`src/rtl/operation_encoder_if.sv`:
```
// Keyboard-event and command bundle between the scan-code front end, the
// operation_encoder and the physics engine.
interface operation_encoder_if;
  logic [2:0] state;
  logic       key_valid;
  logic [7:0] key_code;
  logic       key_extended;
  logic       key_break;
  logic [2:0] operation_code;
  logic       boost;
  logic [4:0] held_keys;

  modport master (
    output state, key_valid, key_code, key_extended, key_break,
    input  operation_code, boost, held_keys
  );

  modport slave (
    input  state, key_valid, key_code, key_extended, key_break,
    output operation_code, boost, held_keys
  );
endinterface

```
`src/rtl/operation_encoder.sv`:
```
// Turns keyboard make/break events into paced operation_code/boost commands.
// Optional feature: define OPENC_ARROW_KEYS_EN to map the extended arrow keys onto WASD.
module operation_encoder #(
  parameter int unsigned TURN_PERIOD = 16'd5000,
  parameter logic [2:0]  RACE_STATE  = 3'd2
) (
  input logic                clk,
  input logic                rst,
  operation_encoder_if.slave bus
);

  localparam int CNT_W = $clog2(TURN_PERIOD);

  typedef enum logic [2:0] {
    OP_NIL   = 3'd0,
    OP_FWD   = 3'd1,
    OP_BACK  = 3'd2,
    OP_LEFT  = 3'd3,
    OP_RIGHT = 3'd4
  } op_e;

  localparam int K_FWD   = 0;
  localparam int K_BACK  = 1;
  localparam int K_LEFT  = 2;
  localparam int K_RIGHT = 3;
  localparam int K_SHIFT = 4;

  logic [4:0]       held_d, held_q;
  logic [4:0]       key_mask;
  logic [CNT_W-1:0] turn_cnt_d, turn_cnt_q;
  op_e              op_d, op_q;
  logic             boost_d, boost_q;
  logic             turn_req;

  // Key decode: extended codes only matter when the arrow map is built in
  always_comb begin
    key_mask = '0;
    if (!bus.key_extended) begin
      case (bus.key_code)
        8'h1D:   key_mask = 5'b00001;
        8'h1B:   key_mask = 5'b00010;
        8'h1C:   key_mask = 5'b00100;
        8'h23:   key_mask = 5'b01000;
        8'h12:   key_mask = 5'b10000;
        default: key_mask = '0;
      endcase
    end else begin
`ifdef OPENC_ARROW_KEYS_EN
      case (bus.key_code)
        8'h75:   key_mask = 5'b00001;
        8'h72:   key_mask = 5'b00010;
        8'h6B:   key_mask = 5'b00100;
        8'h74:   key_mask = 5'b01000;
        default: key_mask = '0;
      endcase
`else
      key_mask = '0;
`endif
    end
  end

  always_comb begin
    held_d = held_q;
    if (bus.key_valid) begin
      held_d = bus.key_break ? (held_q & ~key_mask) : (held_q | key_mask);
    end
  end

  // Commands come from the registered table, giving event-to-command latency of two edges
  assign turn_req = held_q[K_LEFT] ^ held_q[K_RIGHT];

  always_comb begin
    op_d       = OP_NIL;
    turn_cnt_d = '0;
    if (bus.state == RACE_STATE) begin
      if (turn_req) begin
        if (turn_cnt_q == '0) begin
          op_d       = held_q[K_LEFT] ? OP_LEFT : OP_RIGHT;
          turn_cnt_d = CNT_W'(TURN_PERIOD - 1);
        end else begin
          turn_cnt_d = turn_cnt_q - CNT_W'(1);
        end
      end
      if (op_d == OP_NIL) begin
        if (held_q[K_FWD] && !held_q[K_BACK]) begin
          op_d = OP_FWD;
        end else if (held_q[K_BACK] && !held_q[K_FWD]) begin
          op_d = OP_BACK;
        end
      end
    end
    boost_d = held_q[K_SHIFT] && (op_d != OP_NIL);
  end

  always_ff @(posedge clk or negedge rst) begin
    if (!rst) begin
      held_q     <= '0;
      turn_cnt_q <= '0;
      op_q       <= OP_NIL;
      boost_q    <= 1'b0;
    end else begin
      held_q     <= held_d;
      turn_cnt_q <= turn_cnt_d;
      op_q       <= op_d;
      boost_q    <= boost_d;
    end
  end

  assign bus.operation_code = op_q;
  assign bus.boost          = boost_q;
  assign bus.held_keys      = held_q;

endmodule

```
`src/flat_wrapper.sv`:
```
// flat-port wrapper written by rule: the top's interface ports become plain ports
module operation_encoder_flat 
#(
  parameter int unsigned TURN_PERIOD = 16'd5000,
  parameter logic [2:0]  RACE_STATE  = 3'd2
)
  (clk, rst, bus_state, bus_key_valid, bus_key_code, bus_key_extended, bus_key_break, bus_operation_code, bus_boost, bus_held_keys);
  operation_encoder_if bus_i ();
  input logic clk;
  input logic rst;
  input wire logic [$bits(bus_i.state)-1:0] bus_state;
  input wire logic [$bits(bus_i.key_valid)-1:0] bus_key_valid;
  input wire logic [$bits(bus_i.key_code)-1:0] bus_key_code;
  input wire logic [$bits(bus_i.key_extended)-1:0] bus_key_extended;
  input wire logic [$bits(bus_i.key_break)-1:0] bus_key_break;
  output wire logic [$bits(bus_i.operation_code)-1:0] bus_operation_code;
  output wire logic [$bits(bus_i.boost)-1:0] bus_boost;
  output wire logic [$bits(bus_i.held_keys)-1:0] bus_held_keys;
  assign bus_i.state = bus_state;
  assign bus_i.key_valid = bus_key_valid;
  assign bus_i.key_code = bus_key_code;
  assign bus_i.key_extended = bus_key_extended;
  assign bus_i.key_break = bus_key_break;
  assign bus_operation_code = bus_i.operation_code;
  assign bus_boost = bus_i.boost;
  assign bus_held_keys = bus_i.held_keys;
  operation_encoder #(.TURN_PERIOD(TURN_PERIOD), .RACE_STATE(RACE_STATE)) u_core (.clk(clk), .rst(rst), .bus(bus_i));
endmodule
```
`config.mk`:
```
export PLATFORM = sky130hd
export DESIGN_NAME = operation_encoder_flat
export DESIGN_NICKNAME = d
export VERILOG_FILES = /design/src/rtl/operation_encoder_if.sv /design/src/rtl/operation_encoder.sv /design/src/flat_wrapper.sv
export SDC_FILE = /design/constraint.sdc
export NUM_CORES = 1
export LEC_CHECK = 0
export CORE_MARGIN = 2
export CORE_UTILIZATION = 49
export DETAILED_ROUTE_END_ITERATION = 8
export PLACE_DENSITY = 0.79
export SLEW_MARGIN = 0
export SYNTH_ARGS = -nofsm -noshare
export SYNTH_HDL_FRONTEND = slang
export SYNTH_SLANG_ARGS = --single-unit
```
`constraint.sdc`:
```
create_clock -name clk -period 2.17 [get_ports clk]
set_input_delay 0.217 -clock clk [delete_from_list [all_inputs] [get_ports clk]]
set_output_delay 0.217 -clock clk [all_outputs]
set_load 0.01 [all_outputs]
```
---- After elaboration in Yosys (flattened, before gate mapping) ----
Index checks and enable logic that the tools add are counted.
Widths: inputs -> output; s select.
word-level totals
  bits in read-only memories .............. 0
  output and inout bits ................... 9
  input port bits ......................... 16
  bits in registers ....................... 22
  bits in writable memories ............... 0
  memories ................................ 0
  bits in latches ......................... 0
cells by class
  $lt $le $gt $ge ......................... 0
  equality and inequality tests ........... 6
  muxes and demuxes ....................... 14
  bitwise gates (word level) .............. 4
  shift operators ......................... 0
  reductions and logical operators ........ 8
  multiply operators ...................... 0
  divide/modulo/power cells ............... 0
  add/subtract/negate cells ............... 1
operator list
  kind                   number
  $mux 13                3
  $eq 8x5->1 const B     4
  $pmux 5 s5             1
  $mux 3                 8
  $logic_not 13->1       1
  $sub 13x1->13 const B  1
  $mux 5                 2
  $eq 8x6->1 const B     1
  $and 5x5->5            1
  $not 5->5              1
  $or 5x5->5             1
  $eq 3x2->1 const B     1
  $logic_and 1x1->1      3
  $logic_not 3->1        1
  $reduce_bool 3->1      1
  $logic_not 1->1        2
  $xor 1x1->1            1

---- Depth between registers and ports, before layout ----
  depth in word-level cells ............... 10
  mapped depth ............................ 6
  depth with buffers taken out ............ 6

---- Worst setup path after synthesis ----
OpenSTA, ideal clock, no wires.
  path type ............................... reg2reg
  start point ............................. register u_core.turn_cnt_q[0]
  end point ............................... register u_core.turn_cnt_q[8]
  clock period less this slack ............ 1.782 ns
  arrival time ............................ 1.642 ns
  path buffers ............................ 0
  required time ........................... 2.030 ns
  cell stages (with the launch flop) ...... 6
  setup slack ............................. 0.388 ns
  cell sequence ........................... dfrtp_1 -> inv_1 -> ha_1 -> or4b_2 -> o41ai_1 -> a31oi_1
on the way
  longest elaborated chain between the ends .. 4
RTL lines
  what                                                      RTL line                                          text
  start, declared                                           operation_encoder.sv:30                           logic [CNT_W-1:0] turn_cnt_d, turn_cnt_q;
  start signal, assigned                                    operation_encoder.sv:103                          turn_cnt_q <= turn_cnt_d;
  $sub 13x1->13 / $logic_not 13->1 (equally long branches)  operation_encoder.sv:81, operation_encoder.sv:77
  $mux 13 (*)                                               operation_encoder.sv:77                           if (turn_cnt_q == '0) begin
  $mux 13 (*)                                               operation_encoder.sv:76                           if (turn_req) begin
  $mux 13 (*)                                               operation_encoder.sv:75                           if (bus.state == RACE_STATE) begin
  via u_core.turn_cnt_d[8]                                  operation_encoder.sv:30
Mark *: on every way through the listed nets, which the timed path passes. The rest lies on a longest branch.
A chain may end at the register's enable or synchronous reset.

---- Worst setup path after layout ----
Ends and elaborated chain as after synthesis.

==> out/summary.txt <==
Post-CTS Setup Inserts: 0
combinational share of power: 0.220
top achievable clock speed: 516 MHz
Die H: 52.2 um
CTS tree: yes
Layout Cells excl Fill: 171
status: finished, final reports clean
Starting Density: 0.515
register area share after synthesis: 0.483
H-tree levels: 1
compound-cell area share of the yosys netlist: 0.135
# setup viols final: 0
die area: 0.00273 mm^2
max_cap viols: 0
startpoint types: register
gr usage total: 0.219
highest-count cells in the layout ignoring fill and taps: clkdlybuf4s50_1, dfrtp_1, nor2_1
number of port buffers: 24
Area Growth Syn to Fin: 30.1%
Hold Slack: 237 ps
Sw Ratio: 0.269
RSZ-0062 raised after global routing: no
final clock skew: 5.80 ps
Int Pwr: 0.000713 W
DR iter-0 viols: 20
P_leak: 0.639 nW
normalized max-slew margin: 0.675
Hold Crit Class: in2async
fin nets: 162
final wirelength: 2560 um
Post-Synth Adder-Cell Area: 0.0220
PnR Total Power: 0.000975 W
post-synthesis mux area share: 0.0263
Seq cells post-synth: 22
vias in the first global route: 976
Unique masters post-synth: 34
Net Sw Power: 0.000263 W
Clk pin slew, worst setup/hold paths: 130 ps
pin count of the biggest net entering global routing: 23
DRC Markers: 0
register area: 551 um^2
xor/xnor share of the synthesized area: 0.0461
Syn Std Cell Area: 0.00114 mm^2
Num CTS Buffers: 3
Synth warnings: 0
# fillers: 176
ANT nets after route: 0
CP required: 2370 ps
VDD IR-drop max: 364 uV
row count: 17
average wire per standard cell: 14.9 um
Detail Placement HPWL: 1920 um
Final Slew Violations: 0
area of placed instances: 0.00143 mm^2
Root Buffer: clkbuf_4
cts hold-fix bufs: 0
critical path class: reg2reg
# diodes: 0
clk_lat worst skew: 310 ps
uppermost layer routed: met4
final instance area: 0.00148 mm^2
CTS resizes: 0
placed cells: 167
Final Hold Viols: 0
via/cell ratio: 5.91
Crit Path Max Fanout: 5
synthesized area per cell: 10.1 um^2
antenna violations before repair: 0
drt first pass iters: 4
Power Dens Cells: 658 mW/mm^2
Clock Tree Buf Depth: 2
M1 wire length: 1110 um
via count: 1011
multi-input logic area: 563 um^2
first-pass GRT wire length: 4290 um
Die Wd: 52.2 um
main combinational cell family by area after synthesis: simple AND/OR/NAND/NOR gates
Core ar.: 0.00221 mm^2
simple-gate area share of the yosys netlist: 0.265
final worst path period share: 0.893
worst slew pin tran: 480 ps
# IOs: 25
DR WL met2: 1270 um
Reg power frac: 0.457
Syn Inst Count: 113
share of post-route cells with drive strength above 1: 0.0629
GPL Wtd Cong: 0.839
part of the power in the clock network: 0.323
WL met3: 129 um
commonest non-fill, non-tap cell in the layout: clkdlybuf4s50_1
post-layout min period: 1940 ps
Synthesized Nets: 131
Congestion Overflow GR: 0
Critical Path Sink Type: register
Worst EP arrival: 2130 ps
CTS sink count: 22
final setup TNS: 0 ps
==> synth_stat cells <==
library cell	n	area, um^2
nand4_1	2	12.5
nand2_1	8	30.0
a21o_1	2	15.0
dfrtp_1	22	551
and2_1	2	12.5
or4b_2	1	10.0
nand4b_1	5	43.8
and4b_1	1	10.0
a211oi_1	1	7.51
o21ai_0	5	25.0
a21oi_1	7	35.0
a41oi_1	1	8.76
ha_1	2	25.0
nor4b_1	4	35.0
nor2_1	12	45.0
or3b_2	1	8.76
nor3_1	3	15.0
and2_0	1	6.26
xnor2_1	5	43.8
o31ai_1	2	15.0
nand3_1	1	5.00
and3_1	2	12.5
a31oi_1	2	12.5
a32o_1	1	10.0
nand2b_1	1	6.26
mux2i_1	3	30.0
inv_1	7	26.3
o41ai_1	2	17.5
xor2_1	1	8.76
o211ai_1	1	7.51
nor4_1	2	12.5
nor4_4	1	21.3
or4_1	1	7.51
nor3b_1	1	7.51
==> per-layer routing <==
metal | GRT usage | vias to the layer above
li1 | - | 486
met1 | 0.282 | 481
met2 | 0.350 | 39
met3 | 0.0429 | 5
met4 | 0.111 | 0
met5 | 0 | -
==> power by group through the flow <==
stage | clock [W] | sequential [W] | combinational, W
6_report | 0.000315 | 0.000446 | 0.000214
5_1_grt | 0.000337 | 0.000448 | 0.000238
4_1_cts | 0.000325 | 0.000445 | 0.000213
3_5_place_dp | 0 | 0.000453 | 0.000210
3_3_place_gp | 0 | 0.000452 | 0.000203
2_1_floorplan | 0 | 0.000451 | 0.000123
==> final timing paths <==
path	endpoint	depth (start not counted)	startpoint	slack [ps]
setup / recovery	u_core.turn_cnt_q[8]	5	u_core.turn_cnt_q[0]	230
hold reg to reg	u_core.turn_cnt_q[0]	1	u_core.turn_cnt_q[0]	490
setup reg to reg	u_core.turn_cnt_q[8]	5	u_core.turn_cnt_q[0]	230
max in group asynchronous	u_core.turn_cnt_q[10]	2	rst	1710
hold / removal	u_core.turn_cnt_q[1]	2	rst	240
min in group clk	u_core.turn_cnt_q[0]	1	u_core.turn_cnt_q[0]	490
==> cell families (layout without fill, tap and decap cells) <==
family | after synthesis | count (layout)
simple gates | 49 | 49
compound gates | 24 | 24
flops | 22 | 22
buf+inv | 7 | 37
xor+xnor | 6 | 6
mux | 3 | 3
fa+ha+maj | 2 | 2
==> final cells by class <==
type                    instances  share of cell area
multi-input cells              84               0.380
flip-flops and latches         22               0.371
repair buffers                 26               0.172
inverters                       7              0.0177
well taps                      28              0.0236
clock buffers                   3              0.0152
clock inverters                 1              0.0203
==> metrics by stage <==
stage	util	setup slack, ps
3_3_place_gp	0.646	286
6_report	0.670	233
5_1_grt	0.670	131
4_1_cts	0.670	238
3_5_place_dp	0.646	149
2_1_floorplan	-	388
==> worst max-delay path: stages (launching register included) <==
cell and delay [ps]:
dfrtp_1 410, inv_1 90, ha_1 220, or4b_2 680
o41ai_1 290, a31oi_1 120
Power figures use the tool's default switching activity.
